File: config.mk
export PLATFORM = sky130hd
export DESIGN_NAME = instr_fetch_unit
export DESIGN_NICKNAME = d
export VERILOG_FILES = /design/src/rtl/instr_fetch_unit.sv
export SDC_FILE = /design/constraint.sdc
export NUM_CORES = 1
export LEC_CHECK = 0
export ABC_AREA = 1
export ABC_CLOCK_PERIOD_IN_PS = 2130
export BUFFER_PORTS_ARGS = -buffer_cell sky130_fd_sc_hd__buf_2
export CORE_ASPECT_RATIO = 1.4
export CORE_MARGIN = 2
export CORE_UTILIZATION = 45
export CTS_BUF_LIST = sky130_fd_sc_hd__clkbuf_4 sky130_fd_sc_hd__clkbuf_8
export DETAILED_ROUTE_END_ITERATION = 8
export PLACE_DENSITY_LB_ADDON = 0.12
export SKIP_LAST_GASP = 1
export SLEW_MARGIN = 30
export SYNTH_ARGS = -nofsm -noshare
export SYNTH_HDL_FRONTEND = slang
export SYNTH_SLANG_ARGS = --single-unit
File: constraint.sdc
create_clock -name clk -period 2.13 [get_ports clk]
set_input_delay 0.639 -clock clk [delete_from_list [all_inputs] [get_ports clk]]
set_output_delay 0.639 -clock clk [all_outputs]
set_load 0.02 [all_outputs]
File: src/rtl/instr_fetch_unit.sv
// Instruction fetch sequencer: owns the PC, reads a synchronous ROM and hands one
// instruction at a time to the control unit, advancing on its done pulse.
module instr_fetch_unit #(
   parameter int unsigned ADDR_WIDTH  = 8,
   parameter int unsigned RESET_PC    = 0,
   parameter int unsigned COUNT_WIDTH = 16
) (
   input  logic                   clk,
   input  logic                   reset,
   input  logic                   start,
   input  logic                   single_step,
   input  logic                   done,
   input  logic [15:0]            mem_rdata,
   output logic [ADDR_WIDTH-1:0]  mem_addr,
   output logic                   mem_rd_en,
   output logic [15:0]            instruction,
   output logic                   run,
   output logic [ADDR_WIDTH-1:0]  pc,
   output logic                   busy,
   output logic                   halted,
   output logic [COUNT_WIDTH-1:0] instr_count
);

   localparam int unsigned INSTR_WIDTH = 16;
   localparam logic [1:0]  HALT_OP     = 2'b11;
   localparam logic [ADDR_WIDTH-1:0] PC_INIT = ADDR_WIDTH'(RESET_PC);

   typedef enum logic [2:0] {
      S_IDLE   = 3'd0,
      S_FETCH  = 3'd1,
      S_WAIT   = 3'd2,
      S_EXEC   = 3'd3,
      S_HALTED = 3'd4
   } state_t;

   state_t                 state;
   state_t                 state_next;
   logic [ADDR_WIDTH-1:0]  pc_next;
   logic [COUNT_WIDTH-1:0] count_next;
   logic [INSTR_WIDTH-1:0] instr_next;

   assign mem_addr = pc;

   // Next-state and datapath update; the instruction word only moves at the WAIT exit.
   always_comb begin
      state_next = state;
      pc_next    = pc;
      count_next = instr_count;
      instr_next = instruction;
      case (state)
         S_IDLE: begin
            if (start) state_next = S_FETCH;
         end
         S_FETCH: begin
            state_next = S_WAIT;
         end
         S_WAIT: begin
            instr_next = mem_rdata;
            if (mem_rdata[1:0] == HALT_OP) state_next = S_HALTED;
            else                           state_next = S_EXEC;
         end
         S_EXEC: begin
            if (done) begin
               pc_next    = pc + ADDR_WIDTH'(1);
               count_next = instr_count + COUNT_WIDTH'(1);
               state_next = single_step ? S_IDLE : S_FETCH;
            end
         end
         S_HALTED: begin
            state_next = S_HALTED;
         end
         default: begin
            state_next = S_IDLE;
         end
      endcase
   end

   // Status outputs are registered from the next state so they track the state register exactly.
   always_ff @(posedge clk) begin
      if (reset) begin
         state       <= S_IDLE;
         pc          <= PC_INIT;
         instr_count <= '0;
         instruction <= '0;
         mem_rd_en   <= 1'b0;
         run         <= 1'b0;
         busy        <= 1'b0;
         halted      <= 1'b0;
      end else begin
         state       <= state_next;
         pc          <= pc_next;
         instr_count <= count_next;
         instruction <= instr_next;
         mem_rd_en   <= (state_next == S_FETCH);
         run         <= (state_next == S_EXEC);
         busy        <= (state_next == S_FETCH) || (state_next == S_WAIT) ||
                        (state_next == S_EXEC);
         halted      <= (state_next == S_HALTED);
      end
   end

endmodule

==> results_dict.tcl <==
set metrics [dict create \
    status "complete, no violations" \
    syn_nets 320 \
    finalHoldViolCount 0 \
    clock_skew_ns 0.00348 \
    rsz0062_at_grt "false" \
    htreeDepth 2 \
    power.share.switching_pct 24.9 \
    max-slew-margin-rel_pct 66.9 \
    path_cells "ha_1 -> nand3_1 -> nor2_1 -> nand3_4 -> o21ai_0 -> a21oi_1" \
    path_clk_slew_ns 0.09 \
    fin_ws_ns 0.551 \
    yosysTopAreaCellShare_pct 44.3 \
    grt_overflow_total 0 \
    p_per_area_nw_per_um2 700 \
    syn_to_final_growth_pct 22.8 \
    fin_crit_sh_pct 74.1 \
    vias_per_cell 4.67 \
    clock_sinks 47 \
    slowest_stage "dfxtp_1" \
    rows 29 \
    ys_seq_area_share_pct 44.3 \
    path_delay_family "simple AND/OR/NAND/NOR gates" \
    seqPwrFrac_pct 51.4 \
    fmax_mhz 633 \
    die_w_um 62.1 \
    setup_tns_ns 0 \
    drive_gt1_share_pct 27.3 \
    initial_core_util_pct 46.8 \
    avgRoutedWirePerCell_um 10.6 \
    dpl_cell_area_sq_um 2490 \
    synth_warnings 0 \
    whs_ns 0.468 \
    tightest_slew_ns 0.496 \
    yosysUniqueCellTypes 26 \
    reg2reg_slack_ns 0.55 \
    nNetsFinal 388 \
    period_needed_ns 1.58 \
    num_vias 1999 \
    synth-seq-cells 47 \
    design.die.area_sq_um 5290 \
    ir_worst_vdd_mv 0.561 \
    core-area_sq_um 4540 \
    grt_pass1_vias 1792 \
    insertion_delay_ns 0.30 \
    final_area_sq_um 2610 \
    ys_top_cells_by_area "dfxtp_1 44%, nor2_1 11%, nand2_1 9.0%" \
    worstSetupStartpointType "register" \
    crit_fanout 5 \
    cp.buffers_inverters 0 \
    critPathKind "register to register" \
    cts_tree "built" \
    antenna_found_initial 0 \
    setup_viol 0 \
    grt_first_pass_wirelength_um 7550 \
    hold_path.class "register to register" \
    cts_hold_buf 0 \
    io_buffers 72 \
    dr.pass1.iters 4 \
    p_total_mw 1.83 \
    worstPathArrival_ns 1.77 \
    fin_util_pct 57.5 \
    synth.avg_cell_area_sq_um 7.15 \
    endpoint_kind "register" \
    leakagePower_nw 1.26 \
    clkPwrFrac_pct 37.0 \
    wl_um 4560 \
    required_ns 2.32 \
    cts_resized 0 \
    dp.cells 420 \
    grt_max_degree 20 \
    max_stage_delay_ns 0.42 \
    slew_viol_final 0 \
    cts-root-buf "clkbuf_8" \
    cts_made_buffers 5 \
    ios 73 \
    pre_cts_ws_ns 0.421 \
    ant_nets 0 \
    antennaDiodeCount 0 \
    synth_area_sq_um 2120 \
    p_switching_uw 455 \
    dp_hpwl_um 3310 \
    globalRouteTotalUtil_pct 18.7 \
    postSynthCellCount 297 \
    cts_buffer_depth 2 \
    fp.dieH_um 85.3 \
    p_comb_share_pct 11.6 \
    finalNonFillerCells 428 \
    internal_power_mw 1.37 \
    cap_violations 0 \
    place.gp.congestion 0.790 \
    yosys.area.top_type "dfxtp_1" \
    first_iter_violations 59 \
    drc 0 \
    postCtsSetupRepairBufs 0 \
]
==> power by group through the flow <==
stage | Sequential (mW) | Combinational, mW | Clock [mW]
after floorplan | 1.00 | 0.0922 | 0
after global placement | 0.958 | 0.212 | 0
after detailed placement | 0.957 | 0.214 | 0
after CTS | 0.938 | 0.215 | 0.698
after global routing | 0.943 | 0.238 | 0.732
final | 0.938 | 0.212 | 0.676
==> layout make-up <==
type / instances / area [sq um]
Inverter: 37 / 139
Sequential cell: 47 / 941
Fill cell: 468 / 1930
Clock inverter: 2 / 35.0
Timing Repair Buffer: 77 / 398
Tap cell: 62 / 77.6
Clock buffer: 6 / 82.6
Multi-Input combinational cell: 197 / 936
==> registers in the layout, summed over array words and instances, names as in the netlist <==
register,cells
instr_count,16
instruction,16
mem_addr,8
state,3
busy,1
halted,1
mem_rd_en,1
run,1
==> layout by cell type, fill, tap and decap left out, drive strengths merged, types with 2 or more instances in the layout <==
| cell type | n |
|---|---|
| a21oi | 17 |
| buf | 77 |
| clkbuf | 6 |
| dfxtp | 47 |
| ha | 2 |
| inv | 37 |
| nand2 | 54 |
| nand3 | 11 |
| nand4 | 5 |
| nor2 | 68 |
| nor3 | 7 |
| o21ai | 31 |
==> path summary, 6_finish.rpt <==
kind / startpoint / cells past startpoint / end
max: instr_count[0] / 6 / instr_count[12]
min: instruction[1] / 2 / instruction[1]
max reg2reg: instr_count[0] / 6 / instr_count[12]
min reg2reg: instruction[1] / 2 / instruction[1]
==> synth_stat cells <==
library cell	n
inv_2	1
nor2_2	5
o21ai_2	1
nand2_4	2
nand2_2	1
nand3_1	10
buf_6	2
a21oi_1	17
inv_1	36
nor3_2	1
nor2_4	2
dfxtp_1	47
nand2_1	51
nand3_4	1
nor3b_1	1
nand4_1	5
o21ai_0	30
and3_1	1
nor3_1	5
buf_1	1
buf_2	3
clkbuf_1	2
ha_1	2
nor3_4	1
nor2_1	61
buf_4	8
==> per-layer routing <==
| layer | vias up | track usage, % | wire (um) |
|---|---|---|---|
| li1 | 1058 | - | - |
| met1 | 885 | 22.7 | 2040 |
| met2 | 50 | 30.5 | 2200 |
| met3 | 6 | 5.79 | 254 |
| met4 | 0 | 5.80 | 62 |
| met5 | - | 0 | 0 |
==> worst reg2reg max path: stages, from the launching register on <==
cell and delay (ns):
dfxtp_1 0.42, ha_1 0.25, nand3_1 0.09, nor2_1 0.32
nand3_4 0.15, o21ai_0 0.19, a21oi_1 0.05
==> cells by family (layout without fill, tap and decap cells) <==
| family | Yosys count | count (layout) | synth area share [%] |
|---|---|---|---|
| simple gates | 147 | 147 | 31.4 |
| flops | 47 | 47 | 44.3 |
| buf+inv | 53 | 122 | 11.7 |
| fa+ha+maj | 2 | 2 | 1.18 |
| compound gates | 48 | 48 | 11.5 |
Power figures use the tool's default switching activity.
